===== src/rtl/sr_latch_seq_pkg.sv =====
// Shared types for the SR latch sequencer: FSM states, command kinds and the
// HOLD counter width.
package sr_latch_seq_pkg;

    typedef enum logic [1:0] {
        ST_IDLE,
        ST_DRIVE,
        ST_HOLD,
        ST_ACK
    } state_e;

    typedef enum logic [1:0] {
        CMD_NOP,
        CMD_SET,
        CMD_CLR,
        CMD_ILLEGAL
    } cmd_kind_e;

    // Wide enough for the largest supported HOLD_CYC (15).
    localparam int HOLD_CNT_W = 4;

    function automatic cmd_kind_e decode_cmd(input logic set_i, input logic clr_i);
        cmd_kind_e kind;
        case ({set_i, clr_i})
            2'b10:   kind = CMD_SET;
            2'b01:   kind = CMD_CLR;
            2'b11:   kind = CMD_ILLEGAL;
            default: kind = CMD_NOP;
        endcase
        return kind;
    endfunction

endpackage


===== src/rtl/sr_seq_rr_arb.sv =====
// Two-requester round-robin arbiter; A has priority after reset and the last
// granted requester loses the next tie.
module sr_seq_rr_arb (
    input  logic clk_i,
    input  logic rst_i,
    input  logic a_req_i,
    input  logic b_req_i,
    input  logic accept_i,
    output logic grant_a_o,
    output logic grant_b_o
);

    logic prio_b_q;
    logic prio_b_d;

    always_comb begin
        grant_a_o = a_req_i && (!b_req_i || !prio_b_q);
        grant_b_o = b_req_i && !grant_a_o;
    end

    // The pointer only moves when the grant is actually taken by the sequencer.
    always_comb begin
        prio_b_d = prio_b_q;
        if (accept_i) begin
            prio_b_d = grant_a_o;
        end
    end

    always_ff @(posedge clk_i) begin
        if (rst_i) begin
            prio_b_q <= 1'b0;
        end else begin
            prio_b_q <= prio_b_d;
        end
    end

endmodule


===== src/rtl/sr_latch_seq.sv =====
// Sequences set/clear commands from two requesters onto a shared SR latch bank.
// Define SR_LATCH_SEQ_SHADOW_EN to build the shadow copy of the latch contents.
module sr_latch_seq
    import sr_latch_seq_pkg::*;
#(
    parameter int N_LATCH  = 4,
    parameter int HOLD_CYC = 2
) (
    input  logic                       clk,
    input  logic                       rst,
    input  logic                       a_req,
    input  logic                       a_set,
    input  logic                       a_clr,
    input  logic [$clog2(N_LATCH)-1:0] a_idx,
    input  logic                       b_req,
    input  logic                       b_set,
    input  logic                       b_clr,
    input  logic [$clog2(N_LATCH)-1:0] b_idx,
    output logic                       a_ack,
    output logic                       b_ack,
    output logic [N_LATCH-1:0]         lat_s,
    output logic [N_LATCH-1:0]         lat_r,
    output logic                       lat_en,
    output logic                       busy,
    output logic                       err,
    output logic [N_LATCH-1:0]         shadow_q
);

    localparam int IDX_W = $clog2(N_LATCH);
    localparam logic [IDX_W:0] N_LAT_V = (IDX_W + 1)'(N_LATCH);

    state_e                 state_q, state_d;
    cmd_kind_e              kind_q, kind_d;
    logic [IDX_W-1:0]       idx_q, idx_d;
    logic                   owner_b_q, owner_b_d;
    logic [HOLD_CNT_W-1:0]  cnt_q, cnt_d;

    logic                   lat_en_q, lat_en_d;
    logic [N_LATCH-1:0]     lat_s_q, lat_s_d;
    logic [N_LATCH-1:0]     lat_r_q, lat_r_d;
    logic                   a_ack_q, a_ack_d;
    logic                   b_ack_q, b_ack_d;
    logic                   busy_q, busy_d;
    logic                   err_q, err_d;

    logic                   accept;
    logic                   grant_a;
    logic                   grant_b;
    logic                   sel_set;
    logic                   sel_clr;
    logic [IDX_W-1:0]       sel_idx;
    cmd_kind_e              sel_kind;

    assign accept = (state_q == ST_IDLE) && (a_req || b_req);

    sr_seq_rr_arb u_arb (
        .clk_i     (clk),
        .rst_i     (rst),
        .a_req_i   (a_req),
        .b_req_i   (b_req),
        .accept_i  (accept),
        .grant_a_o (grant_a),
        .grant_b_o (grant_b)
    );

    // Out-of-range indices are folded into the illegal kind so they never drive.
    always_comb begin
        sel_set = grant_a ? a_set : b_set;
        sel_clr = grant_a ? a_clr : b_clr;
        sel_idx = grant_a ? a_idx : b_idx;
        if ({1'b0, sel_idx} >= N_LAT_V) begin
            sel_kind = CMD_ILLEGAL;
        end else begin
            sel_kind = decode_cmd(sel_set, sel_clr);
        end
    end

    always_comb begin
        state_d   = state_q;
        kind_d    = kind_q;
        idx_d     = idx_q;
        owner_b_d = owner_b_q;
        cnt_d     = cnt_q;
        unique case (state_q)
            ST_IDLE: begin
                if (accept) begin
                    kind_d    = sel_kind;
                    idx_d     = sel_idx;
                    owner_b_d = grant_b;
                    if (sel_kind == CMD_SET || sel_kind == CMD_CLR) begin
                        state_d = ST_DRIVE;
                    end else begin
                        state_d = ST_ACK;
                    end
                end
            end
            ST_DRIVE: begin
                state_d = ST_HOLD;
                cnt_d   = HOLD_CNT_W'(HOLD_CYC - 1);
            end
            ST_HOLD: begin
                if (cnt_q == '0) begin
                    state_d = ST_ACK;
                end else begin
                    cnt_d = cnt_q - HOLD_CNT_W'(1);
                end
            end
            ST_ACK: begin
                state_d = ST_IDLE;
            end
            default: begin
                state_d = ST_IDLE;
            end
        endcase
    end

    // Outputs are decoded from the next state so they can be registered.
    always_comb begin
        lat_en_d = (state_d == ST_DRIVE);
        lat_s_d  = '0;
        lat_r_d  = '0;
        for (int i = 0; i < N_LATCH; i++) begin
            if (state_d == ST_DRIVE && idx_d == IDX_W'(i)) begin
                lat_s_d[i] = (kind_d == CMD_SET);
                lat_r_d[i] = (kind_d == CMD_CLR);
            end
        end
        a_ack_d = (state_d == ST_ACK) && !owner_b_d;
        b_ack_d = (state_d == ST_ACK) && owner_b_d;
        busy_d  = (state_d != ST_IDLE);
        err_d   = err_q || (accept && sel_kind == CMD_ILLEGAL);
    end

    always_ff @(posedge clk) begin
        if (rst) begin
            state_q   <= ST_IDLE;
            kind_q    <= CMD_NOP;
            idx_q     <= '0;
            owner_b_q <= 1'b0;
            cnt_q     <= '0;
            lat_en_q  <= 1'b0;
            lat_s_q   <= '0;
            lat_r_q   <= '0;
            a_ack_q   <= 1'b0;
            b_ack_q   <= 1'b0;
            busy_q    <= 1'b0;
            err_q     <= 1'b0;
        end else begin
            state_q   <= state_d;
            kind_q    <= kind_d;
            idx_q     <= idx_d;
            owner_b_q <= owner_b_d;
            cnt_q     <= cnt_d;
            lat_en_q  <= lat_en_d;
            lat_s_q   <= lat_s_d;
            lat_r_q   <= lat_r_d;
            a_ack_q   <= a_ack_d;
            b_ack_q   <= b_ack_d;
            busy_q    <= busy_d;
            err_q     <= err_d;
        end
    end

    assign lat_en = lat_en_q;
    assign lat_s  = lat_s_q;
    assign lat_r  = lat_r_q;
    assign a_ack  = a_ack_q;
    assign b_ack  = b_ack_q;
    assign busy   = busy_q;
    assign err    = err_q;

`ifdef SR_LATCH_SEQ_SHADOW_EN
    logic [N_LATCH-1:0] shadow_d;

    assign shadow_d = (shadow_q & ~lat_r_d) | lat_s_d;

    always_ff @(posedge clk) begin
        if (rst) begin
            shadow_q <= '0;
        end else begin
            shadow_q <= shadow_d;
        end
    end
`else
    assign shadow_q = '0;
`endif

endmodule


===== config.mk =====
export PLATFORM = sky130hd
export DESIGN_NAME = sr_latch_seq
export DESIGN_NICKNAME = d
export VERILOG_FILES = /design/src/rtl/sr_latch_seq_pkg.sv /design/src/rtl/sr_seq_rr_arb.sv /design/src/rtl/sr_latch_seq.sv
export SDC_FILE = /design/constraint.sdc
export NUM_CORES = 1
export LEC_CHECK = 0
export BUFFER_PORTS_ARGS = -buffer_cell sky130_fd_sc_hd__buf_2
export CAP_MARGIN = 20
export CORE_MARGIN = 8
export CORE_UTILIZATION = 40
export DETAILED_ROUTE_END_ITERATION = 10
export MAX_ROUTING_LAYER = met4
export PLACE_DENSITY_LB_ADDON = 0.08
export SYNTH_ARGS = -nofsm -noshare
export SYNTH_HDL_FRONTEND = slang
export SYNTH_SLANG_ARGS = --single-unit

===== constraint.sdc =====
create_clock -name clk -period 5.3 [get_ports clk]
set_input_delay 0.53 -clock clk [delete_from_list [all_inputs] [get_ports clk]]
set_output_delay 0.53 -clock clk [all_outputs]
set_load 0.02 [all_outputs]

; Word level (Yosys, flattened, before mapping)
; Cells that the tools add are included.
[word_totals]
word_cells = 85
regBits = 25
inputBits = 12
[classes]
n_addsub = 1
n_reduce_logical = 28
n_bitwise = 4
eq_ne = 17
muxes = 16
[op_table]
columns = cell, n
row1 = "2-bit equality test, second input constant", 10
row2 = 2-bit two-way mux, 8
row3 = "2-bit by 1-bit equality test with 1-bit output, second input constant", 6
row4 = 1-bit logical AND, 10
row5 = 2-bit one-hot mux with 4 select lines, 1
row6 = 4-bit one-hot mux with 2 select lines, 1
row7 = 2-bit OR reduction, 4
row8 = 2-bit one-hot mux with 3 select lines, 1
row9 = 1-bit logical NOT, 4
row10 = 2-bit logical NOT, 2
row11 = 4-bit logical NOT, 1
row12 = 1-bit logical OR, 4
row13 = 1-bit two-way mux, 4
row14 = 4-bit two-way mux, 1
row15 = 1-bit NOT, 4
row16 = 2-bit nonzero test, 2
row17 = "4-bit by 1-bit subtractor with 4-bit output, second input constant", 1
row18 = "2-bit != test, second input constant", 1
row19 = 2-bit AND reduction, 1

; Longest topological paths before layout
; Gate-level depths: netlist (run 1).
[depth]
depth_word = 15
ltp_mapped = 7
mapped_depth_nobuf = 6

; By module
; A second synthesis (run 1) with hierarchy kept.
[hier_totals]
hier_cells = 130
hier_area_um2 = 1203.7
[by_module_without_submodules]
columns = mod, seq_area_each_um2, area_each_um2, n_inst, cells_each
row1 = sr_latch_seq, 480.5, 1136.1, 1, 123
row2 = sr_seq_rr_arb, 20.0, 67.6, 1, 7

; Worst setup path after synthesis (run 1)
; OpenSTA, ideal clock, no wires.
[synth_path]
kind = input -> register
from = input port a_req
to = register lat_r_q[1] (netlist: lat_r[1])
setup_ns = 0.092
stages = 7
slack_ns = 3.169
t_arrival_ns = 2.039
path_cell_list = a21boi_4 mux2_2 ha_1 nand3_1 a31o_1 buf_6 nor4_1
[synth_between]
elab_chain_len = 13
[synth_rtl]
columns = item, line_no
row1 = "start, declared", sr_latch_seq.sv:11  ; input logic a_req,
row2 = 1-bit logical AND, sr_seq_rr_arb.sv:17  ; grant_a_o = a_req_i && (!b_req_i || !prio_b_q);
row3 = "1-bit two-way mux, on equally long branches", "sr_latch_seq.sv:69, sr_latch_seq.sv:68"
row4 = 2-bit equality test or 2-bit by 1-bit equality test with 1-bit output (tied branches), sr_latch_seq_pkg.sv:24  ; case ({set_i, clr_i})
row5 = 2-bit one-hot mux with 3 select lines, sr_latch_seq_pkg.sv:24
row6 = 2-bit by 1-bit equality test with 1-bit output or 2-bit equality test (tied branches), sr_latch_seq.sv:90  ; if (sel_kind == CMD_SET || sel_kind == CMD_CLR) begin
row7 = 1-bit logical OR, sr_latch_seq.sv:90
row8 = 2-bit two-way mux, sr_latch_seq.sv:90
row9 = 2-bit two-way mux, sr_latch_seq.sv:86  ; if (accept) begin
row10 = 2-bit one-hot mux with 4 select lines, sr_latch_seq.sv:84  ; unique case (state_q)
row11 = 2-bit by 1-bit equality test with 1-bit output, sr_latch_seq.sv:123  ; if (state_d == ST_DRIVE && idx_d == IDX_W'(i)) begin
row12 = 1-bit logical AND, sr_latch_seq.sv:123
row13 = 1-bit NOT (no line), n/a
row14 = 2-bit OR reduction (no line), n/a
row15 = "end signal, assigned", sr_latch_seq.sv:156  ; lat_r_q <= lat_r_d;
row16 = "end, declared", sr_latch_seq.sv:40  ; logic [N_LATCH-1:0] lat_r_q, lat_r_d;
; Several ways; a longest one is shown, not always the timed one.
; A chain may end at the register's enable or synchronous reset.

; Worst setup path in the final report (run 1)
[layout_path]
from = register u_arb.prio_b_q
to = register lat_s_q[2] (netlist: lat_s[2])
[layout_between]
elab_chain_len = 15
[layout_rtl]
columns = item, line_no
row1 = "start, declared", sr_seq_rr_arb.sv:13  ; logic prio_b_q;
row2 = "start signal, assigned", sr_seq_rr_arb.sv:33  ; prio_b_q <= prio_b_d;
row3 = 1-bit logical NOT *, sr_seq_rr_arb.sv:17
row4 = 1-bit logical OR *, sr_seq_rr_arb.sv:17
row5 = 1-bit logical AND *, sr_seq_rr_arb.sv:17
row6 = "1-bit two-way mux, on equally long branches", "sr_latch_seq.sv:69, sr_latch_seq.sv:68"
row7 = 2-bit equality test or 2-bit by 1-bit equality test with 1-bit output (tied branches), sr_latch_seq_pkg.sv:24
row8 = 2-bit one-hot mux with 3 select lines, sr_latch_seq_pkg.sv:24
row9 = 2-bit by 1-bit equality test with 1-bit output or 2-bit equality test (tied branches), sr_latch_seq.sv:90
row10 = 1-bit logical OR, sr_latch_seq.sv:90
row11 = 2-bit two-way mux, sr_latch_seq.sv:90
row12 = 2-bit two-way mux, sr_latch_seq.sv:86
row13 = 2-bit one-hot mux with 4 select lines, sr_latch_seq.sv:84
row14 = 2-bit by 1-bit equality test with 1-bit output, sr_latch_seq.sv:123
row15 = 1-bit logical AND, sr_latch_seq.sv:123
row16 = 1-bit NOT (no line), n/a
row17 = 2-bit OR reduction (no line), n/a
row18 = "end signal, assigned", sr_latch_seq.sv:155  ; lat_s_q <= lat_s_d;
row19 = "end, declared", sr_latch_seq.sv:39  ; logic [N_LATCH-1:0] lat_s_q, lat_s_d;
; Mark *: on every way between the ends. The rest lies on a longest branch, timed or not.

==> impl_metrics.csv, run 1 <==
group,metric,value,unit
outcome,status,"finished, final reports clean",
power,vdd_drop_max,0.000283,V
power,switching_share,0.426,
place,port-buffer-count,24,
sta,fmax,471,MHz
drt,post-route-drc-count,0,
finish,postLayoutCellArea,1310,sq um
place,post_dp_cell_area,1280,sq um
cts,root_buffer,"clkbuf_4",
sta,finalCriticalPeriod,2.12,ns
cts,ctsResizeCount,0,
logic_synthesis,yosys_warnings,0,
floorplanning,start_util,0.422,
finish,layout-drive-gt1-share,0.236,
drt,antenna_left,0,
sta,fin_skew,0.00766,ns
critical_path,crit_type,"reg2reg",
power,p_leak,0.578,nW
global_route,grt_max_degree,17,
logic_synthesis,yosysTopAreaCellShare,0.430,
global_route,grt_pass1_vias,993,
drt,finalWirelength,2250,um
cts,postCtsSetupRepairBufs,0,
cts,htreeDepth,1,
cts,cts.hold.buffers_added,0,
global_route,grt_pass1_wl,4000,um
logic_synthesis,async_flop_share,0,
power,clkPwrFrac,0.137,
critical_path,cp-end-kind,"flip-flop",
global_route,grt_usage,0.0974,
cts,clkTransAtPathRegs,0.15,ns
place,place_hpwl,1750,um
floorplanning,ios,29,
place,place_inst,175,
critical_path,critPathMaxStageDelay,0.39,ns
drt,vias,944,
critical_path,worstPathCellList,"a21boi_4 > mux2_2 > ha_1 > nand3_1 > a31o_1 > nor4_1",
drt,viasPerCell,5.27,
floorplanning,die_area,4900,sq um
power,p_sw,0.282,mW
logic_synthesis,synth.distinct_cells,36,
sta,setup_violations,0,
logic_synthesis,synth_cells,125,
sta,setup_tns,0,ns
critical_path,crit_arrival,2.36,ns
critical_path,critPathLaunchType,"flip-flop",
finish,area_growth,12.7,%
cts,clock_path_buffers,2,
logic_synthesis,avgSynthCellArea,9.32,sq um
sta,worst_pin_slew,0.551,ns
logic_synthesis,synthTopCellsByCount,"25 x dfxtp_1, 10 x nor2_1, 9 x inv_1, 9 x o21ai_0, 8 x nor4_1",
floorplanning,core_area,2760,sq um
sta,maxSlewViolCount,0,
sta,maxSlewHeadroom,0.630,
power,seq_power_share,0.386,
floorplanning,num_rows,19,
floorplanning,chipHeight,70.0,um
critical_path,cp_max_fo,9,
place,gp_congestion,0.789,
logic_synthesis,synth_edf_count,0,
hold_path,hp-class,"reg2reg",
drt,drtIter0Drc,32,
global_route,antenna_found_initial,0,
drt,drtPass1Iterations,4,
global_route,overflow,0,
logic_synthesis,yosysTopAreaCell,"dfxtp_1",
cts,cts_tree,"yes",
logic_synthesis,ys_seq_elements,25,
cts,clock-sinks,25,
drt,wl_per_cell,12.6,um
logic_synthesis,synth_area,1160,sq um
cts,cts_buffers,3,
power,pwr-share-comb,0.477,
finish,fin_cells,179,
logic_synthesis,yosysSeqAreaShare,0.430,
finish,antenna_cells,0,
logic_synthesis,synth_flop_cell,"dfxtp_1",
job,cap_viol_max_count,0,
critical_path,required,5.54,ns
finish,nNetsFinal,167,
sta,rsz0062_at_grt,"no",
cts,clk_latency,0.32,ns
sta,final_min_period_over_clock_period,0.401,
power,p_per_area,505,nW/um^2
sta,final_hold_viol_count,0,
power,p_int,0.381,mW
power,total_power,0.663,mW
logic_synthesis,ys_top_cells_by_area,"dfxtp_1 43%, ha_1 6.4%, nor4_1 4.3%, o21ai_0 3.9%, nor2_1 3.2%",
critical_path,slowest_stage,"mux2_2",
sta,whs,0.484,ns
floorplanning,die_w,70.0,um
logic_synthesis,yosysMostFrequentCell,"dfxtp_1",
==> power groups by stage <==
stage,registers (mW),clock network (mW),logic (mW)
after floorplan,0.278,0,0.236
after global placement,0.259,0,0.314
after detailed placement,0.260,0,0.320
after CTS,0.256,0.0973,0.321
after global routing,0.260,0.101,0.363
final,0.256,0.0910,0.316
==> placed cells by master (no fill, tap or decap), types with 2 or more instances in the layout <==
cell type  instances
a211oi_1           2
a21o_1             2
a21oi_1            6
a31o_2             2
and3b_1            2
buf_2             24
clkbuf_4           3
conb_1             4
dfxtp_1           25
ha_1               6
inv_1              9
mux2_2             2
mux2i_1            2
nand2_1            4
nand2b_1           2
nand4b_1           2
nor2_1            10
nor2b_1            2
nor3_1             2
nor3b_1            3
nor4_1             8
o211ai_1           2
o21a_1             3
o21ai_0            9
o31ai_1            2
==> final timing paths <==
check             slack, ns                        start                   end  cells after the start
setup reg to reg       3.18  u_arb.prio_b_q$_SDFFE_PP0N_   lat_s[2]$_SDFF_PP0_                      6
hold / removal         0.48         kind_q[0]$_SDFF_PP0_  kind_q[0]$_SDFF_PP0_                      2
setup / recovery       3.18  u_arb.prio_b_q$_SDFFE_PP0N_   lat_s[2]$_SDFF_PP0_                      6
hold reg to reg        0.48         kind_q[0]$_SDFF_PP0_  kind_q[0]$_SDFF_PP0_                      2
==> sequential cells by signal, summed over array words and instances (netlist names) <==
name / flops
err: 1
lat_s: 4
state_q: 2
lat_en: 1
busy: 1
kind_q: 2
a_ack: 1
lat_r: 4
b_ack: 1
cnt_q: 4
idx_q: 2
owner_b_q: 1
u_arb.prio_b_q: 1
==> cell families (layout without fill, tap and decap cells) <==
logic type,Yosys count,count (layout),synth area share
and+or+nand+nor,38,38,0.188
AOI/OAI and AO/OA,34,34,0.203
adders and majority gates,6,6,0.0644
other,1,4,0.00322
buffers and inverters,17,37,0.0752
DFF,25,25,0.430
muxes,4,4,0.0365
==> final cells by class <==
class,instances,area [sq um]
fill,277,1450
multi-input combinational,86,588
sequential,25,500
timing repair buffer,24,120
tap,31,38.8
inverter,9,33.8
clock buffer,3,22.5
clock inverter,1,8.76
==> worst max-delay path, delay by kind of cell, from the launching register on <==
family	cells	cell delay, ns
multiplexers	1	0.39
adder cells (fa/ha/maj)	1	0.29
AO/OA/AOI/OAI	2	0.58
AND/OR/NAND/NOR	2	0.39
flip-flops	1	0.38
==> routing by layer <==
metal	track usage	part of all wire	vias up
li1	-	-	487
met2	0.171	0.50	15
met4	0.0402	0.0093	0
met5	-	0	-
met1	0.0987	0.45	440
met3	0.0297	0.043	2
==> per-stage QoR <==
step / setup WS, ns / util
2_1_floorplan: 3.17 / -
3_3_place_gp: 2.88 / 0.465
3_5_place_dp: 2.85 / 0.465
4_1_cts: 3.17 / 0.476
5_1_grt: 3.02 / 0.476
6_report: 3.18 / 0.476
Power figures use the tool's default switching activity.
==> run 2: changes to the inputs <==
Settings changed: ABC_AREA set to 1.
Clock period 5.3 ns to 2.1 ns, I/O delays scaled along.
==> run 2 against run 1 <==
Compared with the run above: utilization down 1.3 points; fmax is 15% higher; first-iteration DRC count decreased by 25%; final cell count grew 21%; register-to-register slack lost 2.9 ns; flip-flop and latch count unchanged; sequential share of layout area is 1.5 points lower; cell area increased by 4.2%; power grew to 2.8 times the previous value; clock skew down 0.0060 ns; critical endpoint is now lat_s[3]$_SDFF_PP0_.
==> impl_metrics.csv, run 2 <==
group,metric,value,unit
global_route,grt_pass1_wl,4270,um
logic_synthesis,yosysSeqAreaShare,0.415,
logic_synthesis,synthTopCellsByCount,"43 x nand2_1, 25 x dfxtp_1, 18 x inv_1",
place,gp_congestion,0.852,
logic_synthesis,ys_seq_elements,25,
critical_path,r2r-start,"u_arb.prio_b_q$_SDFFE_PP0N_",
critical_path,worst-path-buf-inv,1,
drt,viasPerCell,4.67,
sta,fmax,540,MHz
power,p_per_area,1350,nW/um^2
floorplanning,ios,29,
cts,clk_latency,0.31,ns
power,p_leak,0.709,nW
global_route,antenna_found_initial,0,
logic_synthesis,yosys_warnings,0,
drt,vias,1013,
place,post_dp_cell_area,1330,sq um
place,place_inst,213,
critical_path,crit_cells,11,
critical_path,crit_arrival,2.09,ns
global_route,grt_usage,0.106,
finish,postLayoutCellArea,1370,sq um
global_route,overflow,0,
critical_path,worstPathCellList,"nand2_1 > nand2_1 > nand2_1 > nand2_1 > ha_1 > inv_1 > nand2_1 > nand3_1 > nand2_1 > nand3_4 > nor3_1",
finish,final_cell_mix,"43 x nand2_1, 25 x dfxtp_1, 24 x buf_2",
hold_path,hp-class,"in2reg",
sta,setup_violations,0,
critical_path,path_delay_family,"simple AND/OR/NAND/NOR gates",
place,place_hpwl,1990,um
logic_synthesis,yosysTopAreaCellShare,0.415,
cts,cts.hold.buffers_added,0,
finish,antenna_cells,0,
logic_synthesis,synth_flop_cell,"dfxtp_1",
cts,clock-sinks,25,
global_route,grt_pass1_vias,1000,
drt,post-route-drc-count,0,
drt,wl_per_cell,11.2,um
cts,htreeDepth,1,
critical_path,endpoint,"lat_s[3]$_SDFF_PP0_",
logic_synthesis,yosysTopAreaCell,"dfxtp_1",
critical_path,rr_endpoint,"lat_s[3]$_SDFF_PP0_",
logic_synthesis,async_flop_share,0,
logic_synthesis,synth_edf_count,0,
cts,clkTransAtPathRegs,0.14,ns
cts,cts_buffers,3,
cts,root_buffer,"clkbuf_4",
critical_path,rrSetupSlack,0.25,ns
global_route,grt_max_degree,19,
critical_path,cp-end-kind,"flip-flop",
floorplanning,start_util,0.408,
drt,drtPass1Iterations,4,
critical_path,startpoint,"u_arb.prio_b_q$_SDFFE_PP0N_",
logic_synthesis,ys_top_cells_by_area,"dfxtp_1 41%, nand2_1 13%, ha_1 6.2%, inv_1 5.6%, nand3_2 5.0%",
finish,nNetsFinal,203,
critical_path,critPathLaunchType,"flip-flop",
sta,setup_tns,0,ns
critical_path,r2r.worst_path.cells,11,
critical_path,critPathMostFrequentCell,"nand2_1",
sta,fin_skew,0.00165,ns
finish,area_growth,13.4,%
critical_path,crit_type,"reg2reg",
drt,drtIter0Drc,24,
sta,final_hold_viol_count,0,
hold_path,min_path_cells,2,
logic_synthesis,yosysMostFrequentCell,"nand2_1",
critical_path,slowest_stage,"dfxtp_1",
job,cap_viol_max_count,0,
finish,layout-drive-gt1-share,0.261,
finish,fin_cells,217,
sta,finalCriticalPeriod,1.85,ns
floorplanning,die_w,70.9,um
cts,cts_tree,"yes",
drt,finalWirelength,2440,um
floorplanning,die_area,5030,sq um
place,port-buffer-count,24,
sta,maxSlewViolCount,0,
logic_synthesis,synth_area,1210,sq um
logic_synthesis,avgSynthCellArea,7.59,sq um
finish,final_common_cell,"nand2_1",
sta,rsz0062_at_grt,"no",
critical_path,cp_max_fo,9,
floorplanning,chipHeight,70.9,um
critical_path,critPathMaxStageDelay,0.34,ns
floorplanning,num_rows,20,
outcome,status,"finished, final reports clean",
power,vdd_drop_max,0.000553,V
logic_synthesis,synth.distinct_cells,20,
sta,final_min_period_over_clock_period,0.882,
critical_path,required,2.34,ns
cts,clock_path_buffers,2,
drt,antenna_left,0,
logic_synthesis,synth_cells,159,
floorplanning,core_area,2950,sq um
run 2: changes by cell type in the layout (fill, tap and decap cells not counted), sizes merged, moves of 8 or more:
| cell | change |
|---|---|
| inv | +8 |
| nand2 | +47 |
| nand3 | +14 |
| nor3 | +8 |
| nor4 | -8 |
| o21ai | -8 |
run 2: how the worst min path moves through the flow:
stage                     slack [ns]                        start                           to
after floorplan                 0.44  u_arb.prio_b_q$_SDFFE_PP0N_  u_arb.prio_b_q$_SDFFE_PP0N_
after global placement          0.45  u_arb.prio_b_q$_SDFFE_PP0N_  u_arb.prio_b_q$_SDFFE_PP0N_
after detailed placement        0.46  u_arb.prio_b_q$_SDFFE_PP0N_  u_arb.prio_b_q$_SDFFE_PP0N_
after CTS                       0.19                          rst  u_arb.prio_b_q$_SDFFE_PP0N_
after global routing            0.19                          rst  u_arb.prio_b_q$_SDFFE_PP0N_
final                           0.20                          rst  u_arb.prio_b_q$_SDFFE_PP0N_
run 2: cells by family (layout without fill, tap and decap cells):
kind of cell             after synthesis  after routing  synth area share
other                                  1              4           0.00311
AO/OA/AOI/OAI                         10             10            0.0446
AND/OR/NAND/NOR                       93             93             0.374
adder cells (fa/ha/maj)                6              6            0.0622
buffers and inverters                 24             46             0.101
flip-flops                            25             25             0.415
run 2: stage by stage:
step	power (mW)	util	setup slack (ns)	hold WS, ns
2_1_floorplan	1.47	-	0.513	0.440
3_3_place_gp	1.62	0.449	0.276	0.452
3_5_place_dp	1.63	0.449	0.201	0.460
4_1_cts	1.85	0.459	0.196	0.194
5_1_grt	2.03	0.463	0.0421	0.193
6_report	1.85	0.463	0.248	0.203
run 2: cell type report:
| type | instances | area [sq um] |
|---|---|---|
| Timing Repair Buffer | 24 | 120 |
| Inverter | 18 | 67.6 |
| Clock buffer | 3 | 22.5 |
| Fill cell | 320 | 1590 |
| Tap cell | 33 | 41.3 |
| Clock inverter | 1 | 7.51 |
| Sequential cell | 25 | 500 |
| Multi-Input combinational cell | 113 | 608 |
run 2: report_power, final:
part	internal [mW]	switching [mW]	total [mW]	leakage, nW
clock	0.0725	0.142	0.214	0.0139
combinational	0.335	0.642	0.977	0.491
sequential	0.601	0.0566	0.657	0.204
total	1.01	0.840	1.85	0.709
run 2: per-layer routing:
layer	global-route usage	routed length, um	up-vias	share of wire
li1	-	-	544	-
met1	0.112	1080	451	0.44
met2	0.184	1200	16	0.49
met3	0.0353	138	2	0.057
met4	0.0277	15	0	0.0062
met5	-	0	-	0
run 2: timing repair:
item | in CTS | in global routing
setup buffers | 0 | 0
resized for setup | 0 | 2
setup endpoints to repair | 0 | 2
==> run 3: changes to the inputs <==
--- a/config.mk
+++ b/config.mk
@@ -13,5 +13,5 @@
 export DETAILED_ROUTE_END_ITERATION = 10
 export MAX_ROUTING_LAYER = met4
-export PLACE_DENSITY_LB_ADDON = 0.08
+export PLACE_DENSITY = 0.65
 export SYNTH_ARGS = -nofsm -noshare
 export SYNTH_HDL_FRONTEND = slang
==> constraint.sdc (replaced) <==
create_clock -name clk -period 2.1 [get_ports clk]
set_input_delay 0.21 -clock clk [delete_from_list [all_inputs] [get_ports clk]]
set_output_delay 0.21 -clock clk [all_outputs]
set_load 0.05 [all_outputs]
==> run 3 against run 2 <==
Compared with the run above: wire length up 3.4%; worst setup slack gained 0.0068 ns; global-route usage rose by 0.39 points; via count barely moved; sequential power increased by 0.6%; critical endpoint is now lat_r[3]$_SDFF_PP0_; largest cell class unchanged; largest power group unchanged.
==> impl_metrics.csv, run 3 (same netlist as run 2, synthesis figures left out) <==
group,metric,value,unit
critical_path,slowest_stage,"dfxtp_1",
critical_path,critPathLaunchType,"flip-flop",
critical_path,critPathMostFrequentCell,"nand2_1",
critical_path,rr_endpoint,"lat_r[3]$_SDFF_PP0_",
sta,setup_tns,0,ns
finish,antenna_cells,0,
critical_path,critPathMaxStageDelay,0.34,ns
power,p_per_area,1430,nW/um^2
finish,fillCellCount,307,
sta,setup_violations,0,
global_route,grt_pass1_wl,4370,um
drt,drtPass1Iterations,4,
hold_path,min_from,"rst",
sta,fmax,542,MHz
cts,postCtsSetupRepairBufs,0,
hold_path,min_delay_worst_endpoint,"u_arb.prio_b_q$_SDFFE_PP0N_",
drt,finalWirelength,2520,um
global_route,grt_usage,0.110,
critical_path,crit_type,"reg2reg",
floorplanning,ios,29,
global_route,grt_pass1_vias,1018,
drt,routed.top_layer,"met4",
critical_path,r2r.worst_path.cells,11,
cts,clk_latency,0.32,ns
sta,finalWorstSetupSlack,0.255,ns
power,p_leak,0.709,nW
power,vdd_drop_max,0.000650,V
finish,area_growth,13.4,%
place,gp_congestion,0.909,
finish,nNetsFinal,203,
global_route,antenna_found_initial,0,
global_route,overflow,0,
cts,cts_tree,"yes",
sta,final_hold_viol_count,0,
place,port-buffer-count,24,
critical_path,r2r-start,"u_arb.prio_b_q$_SDFFE_PP0N_",
outcome,status,"finished, final reports clean",
floorplanning,start_util,0.408,
cts,cts_buffers,3,
drt,wl_met3,118,um
drt,vias,1014,
place,pre_cts_ws,0.221,ns
sta,maxSlewViolCount,0,
place,place_hpwl,2010,um
critical_path,crit_arrival,2.09,ns
global_route,grt_max_degree,19,
cts,root_buffer,"clkbuf_4",
finish,final_cell_mix,"43 x nand2_1, 25 x dfxtp_1, 24 x buf_2",
finish,layout-drive-gt1-share,0.261,
drt,drtIter0Drc,71,
sta,finalCriticalPeriod,1.85,ns
sta,rsz0062_at_grt,"no",
sta,whs,0.184,ns
drt,post-route-drc-count,0,
floorplanning,num_rows,20,
cts,clkTransAtPathRegs,0.15,ns
floorplanning,chipHeight,70.9,um
critical_path,required,2.35,ns
floorplanning,die_w,70.9,um
drt,wl_per_cell,11.6,um
critical_path,cp_max_fo,9,
critical_path,worstPathCellList,"nand2_1 > nand2_1 > nand2_1 > nand2_1 > ha_1 > inv_1 > nand2_1 > nand3_1 > nand2_1 > nand3_4 > nor3_1",
drt,wl_met2,1240,um
cts,htreeDepth,1,
finish,final_common_cell,"nand2_1",
hold_path,hp-class,"in2reg",
sta,final_min_period_over_clock_period,0.879,
floorplanning,core_area,2950,sq um
critical_path,rrSetupSlack,0.25,ns
drt,viasPerCell,4.67,
cts,clock-sinks,25,
floorplanning,die_area,5030,sq um
drt,drt-met1-wl,1150,um
cts,cts.hold.buffers_added,0,
hold_path,min_path_cells,2,
cts,clock_path_buffers,2,
job,cap_viol_max_count,0,
sta,fin_skew,0.00728,ns
drt,antenna_left,0,
critical_path,cp-end-kind,"flip-flop",
-- run 3: layout make-up --
| cell class | count | area, sq um | share of cell area |
|---|---|---|---|
| multi-input cells | 113 | 608 | 0.445 |
| repair buffers | 24 | 120 | 0.0878 |
| clock buffers | 3 | 22.5 | 0.0165 |
| clock inverters | 1 | 7.51 | 0.00549 |
| inverters | 18 | 67.6 | 0.0494 |
| flip-flops and latches | 25 | 500 | 0.366 |
| well taps | 33 | 41.3 | 0.0302 |
-- run 3: where the power goes --
| group | internal [mW] | switching, mW | leakage, nW |
|---|---|---|---|
| clock | 0.0727 | 0.151 | 0.0139 |
| sequential | 0.601 | 0.0598 | 0.204 |
| combinational | 0.335 | 0.732 | 0.491 |
-- run 3: timing repair --
action	in CTS	in global routing
endpoints found under the hold margin	0	0
resized for setup	0	2
endpoints found under the setup margin	0	5
-- run 3: worst max-delay path, delay by kind of cell (launching register included) --
kind	cells	cell delay, ns
DFF	1	0.34
and+or+nand+nor	9	1.11
buffers and inverters	1	0.03
adders and majority gates	1	0.27
-- run 3: worst max path at each step --
stage / from / slack [ns] / to
after global placement: b_req / 0.31 / lat_s[1]$_SDFF_PP0_
final: u_arb.prio_b_q$_SDFFE_PP0N_ / 0.25 / lat_r[3]$_SDFF_PP0_
after floorplan: u_arb.prio_b_q$_SDFFE_PP0N_ / 0.51 / lat_r[0]$_SDFF_PP0_
after CTS: u_arb.prio_b_q$_SDFFE_PP0N_ / 0.20 / lat_s[1]$_SDFF_PP0_
after global routing: u_arb.prio_b_q$_SDFFE_PP0N_ / 0.02 / lat_r[2]$_SDFF_PP0_
after detailed placement: b_req / 0.22 / lat_s[1]$_SDFF_PP0_
-- run 3: per-stage QoR --
| step | power (mW) | instance area [sq um] | cells | utilization |
|---|---|---|---|---|
| after floorplan | 1.57 | 1220 | 162 | - |
| after global placement | 1.70 | 1330 | 213 | 0.449 |
| after detailed placement | 1.72 | 1330 | 213 | 0.449 |
| after CTS | 1.95 | 1360 | 217 | 0.459 |
| after global routing | 2.15 | 1370 | 217 | 0.463 |
| final | 1.95 | 1370 | 217 | 0.463 |
-- run 3: per-layer routing --
layer  up-vias  track usage
li1        544            -
met1       451        0.127
met2        17        0.177
met3         2       0.0268
met4         0       0.0462
met5         -            -
